===== src/rtl/address_map.sv =====
// Registered, run-time-reconfigurable PET address decoder.
// A page table holds a 3-bit attribute {mirrored, readonly, ram_en} per page; a fixed 256-byte
// I/O window overrides the table. Writes that hit read-only RAM pages are blocked and counted.
module address_map #(
    parameter int unsigned           ADDR_WIDTH     = 17,
    parameter int unsigned           PAGE_BITS      = 5,
    parameter logic [ADDR_WIDTH-1:0] IO_BASE        = 17'h0E800,
    parameter int unsigned           WP_COUNT_WIDTH = 8
) (
    input  logic                      clk,
    input  logic                      reset,
    input  logic [ADDR_WIDTH-1:0]     addr,
    input  logic                      we,
    input  logic                      addr_valid,
    input  logic                      cfg_we,
    input  logic [PAGE_BITS-1:0]      cfg_page,
    input  logic [2:0]                cfg_attr,
    input  logic                      cfg_lock,
    input  logic                      wp_clear,
    output logic                      decode_valid,
    output logic                      ram_enable,
    output logic                      ram_we,
    output logic                      is_readonly,
    output logic                      is_mirrored,
    output logic                      io_enable,
    output logic                      magic_enable,
    output logic                      pia1_enable,
    output logic                      pia2_enable,
    output logic                      via_enable,
    output logic                      crtc_enable,
    output logic                      wp_violation,
    output logic [WP_COUNT_WIDTH-1:0] wp_count,
    output logic                      cfg_locked
);

    localparam int unsigned NumPages = 1 << PAGE_BITS;

    // Default map keyed on the page's lowest address, so pages wider than 4 KB inherit the
    // attribute of their base.
    function automatic logic [2:0] default_attr(input int unsigned page);
        int unsigned base;
        base = page << (ADDR_WIDTH - PAGE_BITS);
        if (base < 32'h8000) begin
            return 3'b001;
        end else if (base < 32'h9000) begin
            return 3'b101;
        end else begin
            return 3'b011;
        end
    endfunction

    logic [2:0] table_q [NumPages];
    logic       locked_q;

    logic [PAGE_BITS-1:0] page_idx;
    logic [2:0]           page_attr;
    logic                 in_io;
    logic [7:0]           io_off;

    logic ram_en_d, ro_d, mir_d, ram_we_d, viol_d;
    logic magic_d, pia1_d, pia2_d, via_d, crtc_d, io_d;
    logic [WP_COUNT_WIDTH-1:0] count_d;

    logic decode_valid_q, ram_en_q, ram_we_q, ro_q, mir_q, io_q;
    logic magic_q, pia1_q, pia2_q, via_q, crtc_q, viol_q;
    logic [WP_COUNT_WIDTH-1:0] count_q;

    assign page_idx  = addr[ADDR_WIDTH-1 -: PAGE_BITS];
    // Table read uses the pre-edge contents, so a same-edge config write is not seen yet.
    assign page_attr = table_q[page_idx];
    assign in_io     = (addr[ADDR_WIDTH-1:8] == IO_BASE[ADDR_WIDTH-1:8]);
    assign io_off    = addr[7:0];

    // Decode one bus cycle: I/O window overrides the page attribute.
    always_comb begin
        ram_en_d = 1'b0;
        ro_d     = 1'b0;
        mir_d    = 1'b0;
        magic_d  = 1'b0;
        pia1_d   = 1'b0;
        pia2_d   = 1'b0;
        via_d    = 1'b0;
        crtc_d   = 1'b0;
        if (addr_valid) begin
            if (in_io) begin
                magic_d = (io_off[7:4] == 4'h0);
                pia1_d  = (io_off[7:4] == 4'h1);
                pia2_d  = (io_off[7:5] == 3'b001);
                via_d   = (io_off[7:6] == 2'b01);
                crtc_d  = io_off[7];
            end else begin
                ram_en_d = page_attr[0];
                ro_d     = page_attr[1];
                mir_d    = page_attr[2];
            end
        end
        // MAGIC is a board-level register, not a bus I/O chip.
        io_d     = pia1_d | pia2_d | via_d | crtc_d;
        ram_we_d = ram_en_d & we & ~ro_d;
        viol_d   = ram_en_d & we & ro_d;
    end

    // Saturating violation counter; a clear coinciding with a violation leaves 1.
    always_comb begin
        count_d = count_q;
        if (wp_clear) begin
            count_d = viol_d ? WP_COUNT_WIDTH'(1) : '0;
        end else if (viol_d && (count_q != '1)) begin
            count_d = count_q + WP_COUNT_WIDTH'(1);
        end
    end

    // Page table and lock: reset reloads defaults; writes ignored once locked.
    always_ff @(posedge clk) begin
        if (reset) begin
            for (int unsigned i = 0; i < NumPages; i++) begin
                table_q[i] <= default_attr(i);
            end
            locked_q <= 1'b0;
        end else begin
            if (cfg_we && !locked_q) begin
                table_q[cfg_page] <= cfg_attr;
            end
            if (cfg_lock) begin
                locked_q <= 1'b1;
            end
        end
    end

    // Output register stage: one cycle of latency from addr/we to every decode output.
    always_ff @(posedge clk) begin
        if (reset) begin
            decode_valid_q <= 1'b0;
            ram_en_q       <= 1'b0;
            ram_we_q       <= 1'b0;
            ro_q           <= 1'b0;
            mir_q          <= 1'b0;
            io_q           <= 1'b0;
            magic_q        <= 1'b0;
            pia1_q         <= 1'b0;
            pia2_q         <= 1'b0;
            via_q          <= 1'b0;
            crtc_q         <= 1'b0;
            viol_q         <= 1'b0;
            count_q        <= '0;
        end else begin
            decode_valid_q <= addr_valid;
            ram_en_q       <= ram_en_d;
            ram_we_q       <= ram_we_d;
            ro_q           <= ro_d;
            mir_q          <= mir_d;
            io_q           <= io_d;
            magic_q        <= magic_d;
            pia1_q         <= pia1_d;
            pia2_q         <= pia2_d;
            via_q          <= via_d;
            crtc_q         <= crtc_d;
            viol_q         <= viol_d;
            count_q        <= count_d;
        end
    end

    assign decode_valid = decode_valid_q;
    assign ram_enable   = ram_en_q;
    assign ram_we       = ram_we_q;
    assign is_readonly  = ro_q;
    assign is_mirrored  = mir_q;
    assign io_enable    = io_q;
    assign magic_enable = magic_q;
    assign pia1_enable  = pia1_q;
    assign pia2_enable  = pia2_q;
    assign via_enable   = via_q;
    assign crtc_enable  = crtc_q;
    assign wp_violation = viol_q;
    assign wp_count     = count_q;
    assign cfg_locked   = locked_q;

endmodule


===== config.mk =====
export PLATFORM = sky130hd
export DESIGN_NAME = address_map
export DESIGN_NICKNAME = d
export VERILOG_FILES = /design/src/rtl/address_map.sv
export SDC_FILE = /design/constraint.sdc
export NUM_CORES = 1
export LEC_CHECK = 0
export ABC_CLOCK_PERIOD_IN_PS = 3300
export CAP_MARGIN = 20
export CORE_MARGIN = 4
export CORE_UTILIZATION = 59
export CTS_BUF_LIST = sky130_fd_sc_hd__clkbuf_8
export DETAILED_ROUTE_END_ITERATION = 10
export PLACE_DENSITY = 0.82
export SLEW_MARGIN = 40
export SYNTH_ARGS = -nofsm -noshare
export SYNTH_HDL_FRONTEND = slang
export SYNTH_SLANG_ARGS = --single-unit

===== constraint.sdc =====
create_clock -name clk -period 3.3 [get_ports clk]
set_input_delay 0.825 -clock clk [delete_from_list [all_inputs] [get_ports clk]]
set_output_delay 0.825 -clock clk [all_outputs]
set_load 0.01 [all_outputs]

== Yosys cells after proc, flatten, opt, wreduce, memory -nomap -nowiden ==
Memories as Yosys holds them, arrays and structs flattened.
Index checks and enable logic that the tools add are counted.

* Add/sub/neg operators: 1
* Equal/unequal tests: 5
* Muxes and demuxes: 26
* Bitwise logic cells: 9
* Reduce and logical (&&, ||, !) cells: 8

{| class="wikitable"
|+ Operators by type and width
! operator !! number
|-
| 1-bit 2-to-1 mux || 19
|-
| 8-bit 2-to-1 mux || 2
|-
| 3-bit 2-to-1 mux || 4
|-
| 9-bit by 8-bit == test with 1-bit output (second input constant) || 1
|-
| 3-bit OR reduction || 3
|-
| 8-bit by 1-bit adder with 8-bit output (second input constant) || 1
|-
| 8-bit inequality test (second input constant) || 1
|-
| 5-bit 2-to-1 mux || 1
|-
| 4-bit by 1-bit == test with 1-bit output (second input constant) || 1
|-
| 4-bit zero test || 1
|-
| 1-bit AND || 3
|-
| 3-bit by 1-bit == test with 1-bit output (second input constant) || 1
|-
| 1-bit NOT || 3
|-
| 1-bit OR || 3
|-
| 2-bit by 1-bit == test with 1-bit output (second input constant) || 1
|-
| 1-bit logical AND || 2
|-
| 2-bit nonzero test || 1
|-
| 1-bit zero test || 1
|}

* Bits in registers: 21
* Memory bits (writable): 96
* Input port bits: 32
* Output and inout port bits: 21
* Word-level logic and storage cells: 64
* Memories: 1

{| class="wikitable"
|+ Memory list
! memory !! words !! width !! read ports !! clocked after Yosys merged registers in !! wr ports !! line !! source
|-
| table_q || 32 || 3 || 1 || 0 || 32 || 52 || <nowiki>logic [2:0] table_q [NumPages];</nowiki>
|}

== Logic depth before layout (Yosys ltp) ==
* Depth in word-level cells: 8
* Gate-level depth with buffers: 9
* Gate-level depth less buffers: 6

== Least setup slack after synthesis ==
Ideal clock, no wire load.

* Path type: input to register
* From: input addr[13]
* To: register count_q[2] (netlist: wp_count[2])
* Library setup time: 70 ps
* Arrival: 2656 ps
* Required time: 3230 ps
* Slack: 574 ps
* Cell stages on the path: 9
* Path buffers: 3
* Cells stage by stage: buf_2 > buf_2 > nand3_1 > o221ai_1 > a211oi_1 > or3_4 > buf_6 > or4_1 > a21oi_1

* Word-level cells in the longest chain between the ends: 7
* Elaborated cells between the ends (all ways): 10
* Classes of those cells: eq/ne (1); mux (4); bitwise (2); reduce/logical (2); memory (1)

{| class="wikitable"
|+ Ends and longest elaborated chain
! what !! line !! source
|-
| start, declared || 12 || <nowiki>input logic [ADDR_WIDTH-1:0] addr,</nowiki>
|-
| memory 32 x 3 bit / 9-bit by 8-bit == test with 1-bit output (equally long branches) || -- ||
|-
| 1-bit 2-to-1 mux || 85 || <nowiki>if (in_io) begin</nowiki>
|-
| 1-bit 2-to-1 mux || 84 || <nowiki>if (addr_valid) begin</nowiki>
|-
| 1-bit AND || 100 || <nowiki>viol_d = ram_en_d & we & ro_d;</nowiki>
|-
| 1-bit AND (*) || 100 ||
|-
| 1-bit logical AND (*) || 108 || <nowiki>end else if (viol_d && (count_q != '1)) begin</nowiki>
|-
| 2-bit nonzero test (no line) (*) || -- ||
|-
| end signal, assigned || 159 || <nowiki>count_q <= count_d;</nowiki>
|-
| end, declared || 66 || <nowiki>logic [WP_COUNT_WIDTH-1:0] count_q;</nowiki>
|}

Mark *: on every way between the ends. The rest lies on a longest branch, timed or not.
A chain may end at the register's enable or synchronous reset.

== Worst setup path after layout ==
* From: input addr[13]
* To: register count_q[7] (netlist: wp_count[7])

The elaborated chain is that of the path after synthesis.

==> out/metrics.yaml <==
layout_common_cells: "edfxtp_1, or3_1, clkdlybuf4s50_1"
antenna_left: 0
setup_tns_ns: 0
critical_path_required_ns: 3.64
cts_root_buf: "clkbuf_8"
syn-instance-count: 461
slew_violations: 0
cts.sinks: 117
portBuffers: 48
drc_errors: 0
cp-startpoint: "addr[13]"
startpoint_type: "primary input"
die_w_um: 106
hold_violations: 0
top_register: "table_q"
path_max_fanout: 18
cts_buffers: 17
worstReg2RegStart: "cfg_locked$_SDFFE_PP0P_"
vias: 4016
gp_congestion: 0.846
yosysWarnings: 0
avgSynthCellArea_um2: 12.3
synthTopCellsByArea: "edfxtp_1, dfxtp_1, or3_1"
synth-edff-count: 96
synth_nets: 494
synth_top_flop_cell: "edfxtp_1"
layout-drive-gt1-share_pct: 15.6
dp.cells: 616
rsz0062_at_grt: "false"
fin_crit_ns: 2.82
endpoint: "wp_count[7]$_SDFFE_PP0P_"
ys_async_sr_fraction_pct: 0
wl_um: 12900
yosysTopAreaCellShare_pct: 50.9
dp_hpwl_um: 8780
timing.fmax_ghz: 0.354
dieArea_um2: 11200
nets: 539
post_cts_buffers: 0
syn-cell-area_um2: 5660
cts_max_path_buffers: 2
path_class: "in -> reg"
start_util_pct: 61.0
ys_ff_latch: 117
register_area_um2: 3300
status: "complete, no violations"
ctsResizeCount: 0
fp.dieH_um: 106
grt_pass1_vias: 3904
coreArea_um2: 9280
wl_per_cell_um: 20.0
grtUsageTotal_pct: 24.1
critPathCaptureType: "register"
grt_max_degree: 41
rows: 35
max_cap_viol_count: 0
seq_area_frac_synth_pct: 58.3
clk_pin_slew_worst_paths_ns: 0.08
insertion_delay_ns: 0.42
leakagePower_nw: 2.20
hold_buffers: 0
grt_overflow_total: 0
cts_tree: "built"
fillers: 615
final_min_period_over_clock_period_pct: 85.5
synth_top_area_cell: "edfxtp_1"
largest_register_ffs: 96
antenna_cells: 0
antenna_found_initial: 0
ios: 53
hold_path.class: "reg -> reg"
peakVddDrop_uv: 286
grt_pass1_wl_um: 20600
ff2ff_setup_slack_ns: 1.08
synth_cell_types: 52
multi_input_area_um2: 2150
viasPerCell: 6.20
drt_iter0_markers: 424
layout_commonest_cell: "edfxtp_1"
first_pass_iters: 5
timing.slew.headroom_pct: 53.7
skew_ns: 0.0104
tightest_slew_ns: 0.695
fin_cells: 648
powerDensity_nw_per_um2: 478
htreeDepth: 4
arrival_ns: 3.16
reg2reg_depth: 5
timing.rr.end: "table_q[12][1]$_SDFFCE_PN1P_"
finalSetupViolCount: 0
syn_to_final_growth_pct: 17.8
==> Yosys cell counts (5+ instances only) <==
cell and instances:
nand3_1 11, dfxtp_1 21, edfxtp_1 96, nor2_1 27, mux2i_1 11, or2_2 8
a21o_1 17, mux4_2 12, buf_2 6, nor3b_1 6, nor2b_1 6, a21oi_1 6
or4_1 5, clkbuf_1 31, inv_1 5, nand2_1 28, nand2b_1 14, or3_1 48
mux4_1 6, nor3_1 21, and3_1 18, nand3b_1 8
==> how the worst min path moves through the flow <==
stage,startpoint,to,depth (start not counted)
global route,wp_count[5]$_SDFFE_PP0P_,wp_count[5]$_SDFFE_PP0P_,2
finish,wp_count[5]$_SDFFE_PP0P_,wp_count[5]$_SDFFE_PP0P_,2
floorplan,wp_count[5]$_SDFFE_PP0P_,wp_count[5]$_SDFFE_PP0P_,2
detailed placement,wp_count[5]$_SDFFE_PP0P_,wp_count[5]$_SDFFE_PP0P_,2
global placement,wp_count[5]$_SDFFE_PP0P_,wp_count[5]$_SDFFE_PP0P_,2
CTS,wp_count[5]$_SDFFE_PP0P_,wp_count[5]$_SDFFE_PP0P_,2
==> stage by stage <==
step	cell area, um2	total power, W	setup slack, ns	hold WS [ns]	util (%)
after floorplan	5660	0.00183	0.574	0.491	-
after global placement	6290	0.00194	0.125	0.457	67.7
after detailed placement	6280	0.00194	0.0808	0.473	67.7
after CTS	6680	0.00320	0.520	0.483	71.9
after global routing	6670	0.00330	0.398	0.528	71.9
final	6670	0.00319	0.477	0.481	71.9
==> critical path, stage by stage <==
cell and delay (ns):
clkdlybuf4s50_1 0.51, buf_12 0.17, nor2b_1 0.26, a22oi_1 0.11
and3_4 0.21, or3_4 0.43, or4_1 0.48, a21oi_1 0.15
==> final cells by class <==
class	instances	area share (%)
clock buffers	17	3.51
clock inverters	15	2.36
inverters	6	0.338
multi-input cells	296	32.3
flip-flops and latches	117	49.5
well taps	129	2.42
repair buffers	68	9.60
==> kinds of logic after synthesis <==
group	Yosys count	synth area share, %
AOI/OAI and AO/OA	47	6.06
adders and majority gates	1	0.221
buffers and inverters	48	3.65
DFF	117	58.3
muxes	33	10.3
and+or+nand+nor	215	21.4
==> where the power goes <==
part / internal (W) / leakage, nW / total, W / switching, W
clock network: 0.000673 / 0.178 / 0.00128 / 0.000603
logic: 0.000120 / 1.01 / 0.000278 / 0.000158
registers: 0.00162 / 1.01 / 0.00164 / 0.0000131
==> layer usage <==
metal	track usage, %	up-vias	routed length [um]
li1	-	1840	-
met1	31.2	1932	4980
met2	40.3	225	6490
met3	5.04	19	1240
met4	9.25	0	229
met5	0	-	0
No activity file was read; power rests on OpenSTA's default activity.
